==> config.mk <==
export PLATFORM = sky130hd
export DESIGN_NAME = cache_mshr_fill_engine
export DESIGN_NICKNAME = d
export VERILOG_FILES = /design/src/rtl/cache_mshr_fill_engine.sv
export SDC_FILE = /design/constraint.sdc
export NUM_CORES = 1
export LEC_CHECK = 0
export CAP_MARGIN = 15
export CELL_PAD_IN_SITES_DETAIL_PLACEMENT = 0
export CELL_PAD_IN_SITES_GLOBAL_PLACEMENT = 1
export CORE_ASPECT_RATIO = 0.8
export CORE_UTILIZATION = 32
export CTS_CLUSTER_DIAMETER = 80
export DETAILED_ROUTE_END_ITERATION = 12
export GPL_TIMING_DRIVEN = 0
export PLACE_DENSITY = 0.9
export SETUP_SLACK_MARGIN = 0.4
export SYNTH_ARGS = -nofsm -noshare
export SYNTH_HDL_FRONTEND = slang
export SYNTH_SLANG_ARGS = --single-unit
==> constraint.sdc <==
create_clock -name CLK -period 17.96 [get_ports CLK]
set_input_delay 2.694 -clock CLK [delete_from_list [all_inputs] [get_ports CLK]]
set_output_delay 2.694 -clock CLK [all_outputs]
set_load 0.05 [all_outputs]
==> src/rtl/cache_mshr_fill_engine.sv <==
`default_nettype none
// ============================================================================
// Module  : cache_mshr_fill_engine
// Desc    : Drains the head MSHR entry: block read from memory, store-word
//           merge over the fill data, bank fill, then a one-cycle pop.
// Revision: 1.0 - initial release
// ============================================================================
module cache_mshr_fill_engine #(
    parameter int ADDR_W      = 32,
    parameter int WORD_W      = 32,
    parameter int BLOCK_WORDS = 4,
    parameter int UUID_W      = 4
) (
    input  logic                          CLK,
    input  logic                          RST,
    input  logic                          mshr_valid,
    input  logic [ADDR_W-1:0]             mshr_block_addr,
    input  logic [BLOCK_WORDS-1:0]        mshr_write_status,
    input  logic [BLOCK_WORDS*WORD_W-1:0] mshr_write_block,
    input  logic [UUID_W-1:0]             mshr_uuid,
    output logic                          mshr_pop,
    output logic                          mem_req_valid,
    input  logic                          mem_req_ready,
    output logic [ADDR_W-1:0]             mem_req_addr,
    input  logic                          mem_resp_valid,
    input  logic [WORD_W-1:0]             mem_resp_data,
    output logic                          fill_valid,
    input  logic                          fill_ready,
    output logic [ADDR_W-1:0]             fill_addr,
    output logic [BLOCK_WORDS*WORD_W-1:0] fill_data,
    output logic                          fill_dirty,
    output logic [UUID_W-1:0]             fill_uuid,
    output logic                          busy
);

    localparam int                 c_CNT_W     = (BLOCK_WORDS > 1) ? $clog2(BLOCK_WORDS) : 1;
    localparam logic [c_CNT_W-1:0] c_LAST_BEAT = c_CNT_W'(BLOCK_WORDS - 1);

    localparam logic [2:0] c_S_IDLE = 3'd0;
    localparam logic [2:0] c_S_REQ  = 3'd1;
    localparam logic [2:0] c_S_RECV = 3'd2;
    localparam logic [2:0] c_S_FILL = 3'd3;
    localparam logic [2:0] c_S_DONE = 3'd4;

    logic [2:0]             r_state;
    logic [2:0]             w_state_next;
    logic [c_CNT_W-1:0]     r_beat;
    logic [ADDR_W-1:0]      r_addr;
    logic [BLOCK_WORDS-1:0] r_status;
    logic [UUID_W-1:0]      r_uuid;
    logic                   r_dirty;
    logic                   r_pop;
    logic                   r_req_valid;
    logic                   r_fill_valid;
    logic                   r_busy;

    logic w_capture;
    logic w_beat;

    assign w_capture = (r_state == c_S_IDLE) && mshr_valid;
    assign w_beat    = (r_state == c_S_RECV) && mem_resp_valid;

    always_comb begin
        w_state_next = r_state;
        case (r_state)
            c_S_IDLE: begin
                // A fully written block needs nothing from memory.
                if (mshr_valid) begin
                    w_state_next = (&mshr_write_status) ? c_S_FILL : c_S_REQ;
                end
            end
            c_S_REQ: begin
                if (mem_req_ready) begin
                    w_state_next = c_S_RECV;
                end
            end
            c_S_RECV: begin
                if (mem_resp_valid && (r_beat == c_LAST_BEAT)) begin
                    w_state_next = c_S_FILL;
                end
            end
            c_S_FILL: begin
                if (fill_ready) begin
                    w_state_next = c_S_DONE;
                end
            end
            c_S_DONE: begin
                w_state_next = c_S_IDLE;
            end
            default: begin
                w_state_next = c_S_IDLE;
            end
        endcase
    end

    // Handshake outputs are decoded from the next state so they leave a flop.
    always_ff @(posedge CLK or posedge RST) begin
        if (RST) begin
            r_state      <= c_S_IDLE;
            r_beat       <= '0;
            r_addr       <= '0;
            r_status     <= '0;
            r_uuid       <= '0;
            r_dirty      <= 1'b0;
            r_pop        <= 1'b0;
            r_req_valid  <= 1'b0;
            r_fill_valid <= 1'b0;
            r_busy       <= 1'b0;
        end else begin
            r_state      <= w_state_next;
            r_pop        <= (w_state_next == c_S_DONE);
            r_req_valid  <= (w_state_next == c_S_REQ);
            r_fill_valid <= (w_state_next == c_S_FILL);
            r_busy       <= (w_state_next != c_S_IDLE);
            if (w_capture) begin
                r_addr   <= mshr_block_addr;
                r_status <= mshr_write_status;
                r_uuid   <= mshr_uuid;
                r_dirty  <= |mshr_write_status;
            end
            if (w_beat) begin
                r_beat <= (r_beat == c_LAST_BEAT) ? '0 : r_beat + c_CNT_W'(1);
            end
        end
    end

    // Each word takes store data at capture; a memory beat lands only on unstored words.
    generate
        for (genvar i = 0; i < BLOCK_WORDS; i++) begin : g_word
            logic [WORD_W-1:0] r_word;
            logic              w_keep_beat;

            assign w_keep_beat = w_beat && (r_beat == c_CNT_W'(i)) && !r_status[i];

            always_ff @(posedge CLK or posedge RST) begin
                if (RST) begin
                    r_word <= '0;
                end else if (w_capture) begin
                    r_word <= mshr_write_block[i*WORD_W +: WORD_W];
                end else if (w_keep_beat) begin
                    r_word <= mem_resp_data;
                end
            end

            assign fill_data[i*WORD_W +: WORD_W] = r_word;
        end
    endgenerate

    assign mshr_pop      = r_pop;
    assign mem_req_valid = r_req_valid;
    assign mem_req_addr  = r_addr;
    assign fill_valid    = r_fill_valid;
    assign fill_addr     = r_addr;
    assign fill_dirty    = r_dirty;
    assign fill_uuid     = r_uuid;
    assign busy          = r_busy;

endmodule
`default_nettype wire

==> results_dict.tcl <==
set metrics [dict create \
    status "finished clean" \
    comb_power_share_pct 64.7 \
    cts_buffers 17 \
    timing.fmax_mhz 210.8 \
    track_usage_pct 28.20 \
    p_sw_uw 1654 \
    tightest_slew_ns 0.7690 \
    cp-startpoint "mem_resp_valid" \
    rows 52 \
    route.vias.total 9325 \
    synth_area_leaders "dfrtp_1 53%, nand2_1 7.0%, o21ai_0 6.0%" \
    wl_um 38740 \
    synth_commonest_cells "178 x dfrtp_1, 157 x nand2_1, 101 x o21ai_0" \
    ios 407 \
    gr-total-overflow 0 \
    ant_nets 0 \
    internal-power_uw 1424 \
    cp_top_family "buffers and inverters" \
    cts_setup_buffers 0 \
    crit_chain "clkdlybuf4s50_1, and4bb_1, buf_2, clkbuf_1, clkbuf_1, nand3_1, o211ai_1" \
    vdd_ir_drop_max_uv 146.4 \
    slew_headroom_pct 48.73 \
    holdBufCountCts 0 \
    nFillCells 2416 \
    critPathMaxStageDelay_ns 0.57 \
    numPortBuffers 406 \
    cts_tree "yes" \
    post-synth-top-area-cell "dfrtp_1" \
    seqPwrFrac_pct 23.3 \
    power.leakage_uw 0.005502 \
    routedWlPerCell_um 22.18 \
    period_share_pct 26.41 \
    ys_types 37 \
    die_area_um2 27090 \
    swShare_pct 53.74 \
    grt_pass1_wl_um 56560 \
    fin_crit_ns 4.743 \
    holdWs_ns 0.4840 \
    viasPerCell 5.338 \
    crit_path_start_kind "input pin" \
    synth-main-ff-cell "dfrtp_1" \
    rsz0062_at_grt "no" \
    firstDrtPassIters 5 \
    crit_slowest_cell "clkbuf_1" \
    seq_area_frac_synth_pct 52.66 \
    drv_cap 0 \
    postCtsResizedCells 0 \
    cp_common_cell "clkbuf_1" \
    multi_input_area_um2 3361 \
    syn_to_final_growth_pct 60.40 \
    antenna_found_initial 4 \
    hold_start "fill_uuid[0]" \
    powerDensity_nw_per_um2 226.9 \
    cts_max_level 4 \
    critical_path_arrival_ns 5.08 \
    synth_enable_flop_cells 0 \
    clockBufferDepth 2 \
    clkSinkCount 178 \
    async_flop_share_pct 100.0 \
    synthesis.nets 1163 \
    drt_iter0_drc 861 \
    netlist_area_um2 8458 \
    drc 0 \
    root_buffer "clkbuf_16" \
    final_hold_viol_count 0 \
    clkTransAtPathRegs_ns 0.07 \
    setup_viol 0 \
    core_area_um2 25630 \
    start_util_pct 32.99 \
    yosysMostFrequentCell "dfrtp_1" \
    worst-path-buf-inv 4 \
    reg2reg_from "r_beat[0]" \
    yosys_warnings 0 \
    ys_ff_latch 178 \
    drive_gt1_share_pct 6.753 \
    tns_ns 0 \
    final_nets 1589 \
    grt_max_degree 94 \
    dpl.hpwl_um 29560 \
    postSynthAreaPerCell_um2 8.875 \
    worstSetupEndpointType "flip-flop" \
    netlist_instances 953 \
    report.final.slew_viol_count 0 \
    critPathKind "in -> reg" \
    cp_max_fo 10 \
    die_h_um 147.4 \
    netlist.area_leader.share_pct 52.66 \
    clk_latency_ns 0.43 \
    gp_congestion 0.8755 \
    die_w_um 183.8 \
    seqCellArea_um2 4454 \
    hp-class "reg -> reg" \
    skew_ns 0.01049 \
    worstPathRequired_ns 18.30 \
    p_clk_share_pct 12.0 \
    grt_pass1_vias 9177 \
]
==> final cells by class <==
type	instances	area share [%]
Clock buffer	19	3.265
Clock inverter	13	0.8669
Sequential cell	178	32.83
Inverter	6	0.2213
Timing Repair Buffer	407	30.16
Buffer	123	4.574
Antenna cell	4	0.07378
Tap cell	351	3.237
Multi-Input combinational cell	646	24.77
==> per-layer routing <==
layer  share of wire [%]  wire length, µm  vias up  GRT usage [%]
li1                    -                -     4182              -
met1                  41            15980     4526          36.60
met2                  46            17860      549          45.19
met3                 9.7             3765       68          7.761
met4                 2.9             1136        0          9.750
met5                   0                0        -              0
==> layout by cell type (no fill, tap or decap), types with 25 or more instances in the layout <==
| master | instances |
|---|---|
| nand2_1 | 157 |
| buf_2 | 25 |
| a31oi_1 | 64 |
| clkdlybuf4s50_1 | 406 |
| o21ai_0 | 101 |
| nor2_1 | 98 |
| dfrtp_1 | 178 |
| buf_4 | 32 |
| a41oi_1 | 32 |
| a21oi_1 | 99 |
| clkbuf_1 | 65 |
==> sequential cells by signal (all words and copies together), names as in the netlist, 2 cells and up <==
| signal | cells |
|---|---|
| r_beat | 2 |
| fill_addr | 32 |
| r_status | 4 |
| fill_uuid | 4 |
| g_word.r_word | 128 |
| r_state | 3 |
==> cell families after synthesis <==
| group | count (synthesis) | synth area share, % |
|---|---|---|
| AOI/OAI and AO/OA | 334 | 23.74 |
| DFF | 178 | 52.66 |
| and+or+nand+nor | 308 | 15.40 |
| buffers and inverters | 129 | 7.603 |
| adders and majority gates | 4 | 0.5917 |
==> tightest hold or removal path, stage by stage, from the launching register on <==
cell	delay, ns
dfrtp_1	0.35
nand2_1	0.05
nand2_1	0.05
==> power groups by stage <==
stage,registers [µW],clock network [µW],logic [µW]
after global routing,738,392,2090
after CTS,717,376,1990
after global placement,714,0,1960
final,718,370,1990
after detailed placement,721,0,1990
after floorplan,1350,0,623
==> metrics by stage <==
stage                     utilization [%]  area (µm²)  worst slack (ns)  power (µW)  cells
after CTS                           52.88       13560             13.22        3084   1743
after detailed placement            50.70       13000             12.78        2707   1711
after global placement              50.56       12960             7.570        2679   1710
after global routing                52.91       13560             13.11        3217   1746
final                               52.92       13570             13.22        3078   1747
after floorplan                         -        8458             10.44        1974    953
==> final timing paths <==
check                           depth (start not counted)  slack [ns]              endpoint
worst min register to register                          2        0.48          fill_uuid[0]
worst min-delay path                                    2        0.48          fill_uuid[0]
worst max-delay path                                    7       13.22  g_word[0].r_word[31]
min in group asynchronous                               2        2.77  g_word[1].r_word[21]
max in group asynchronous                               3       14.27         fill_addr[30]
worst max register to register                          8       15.26  g_word[0].r_word[31]
(Power assumes the default switching activity.)
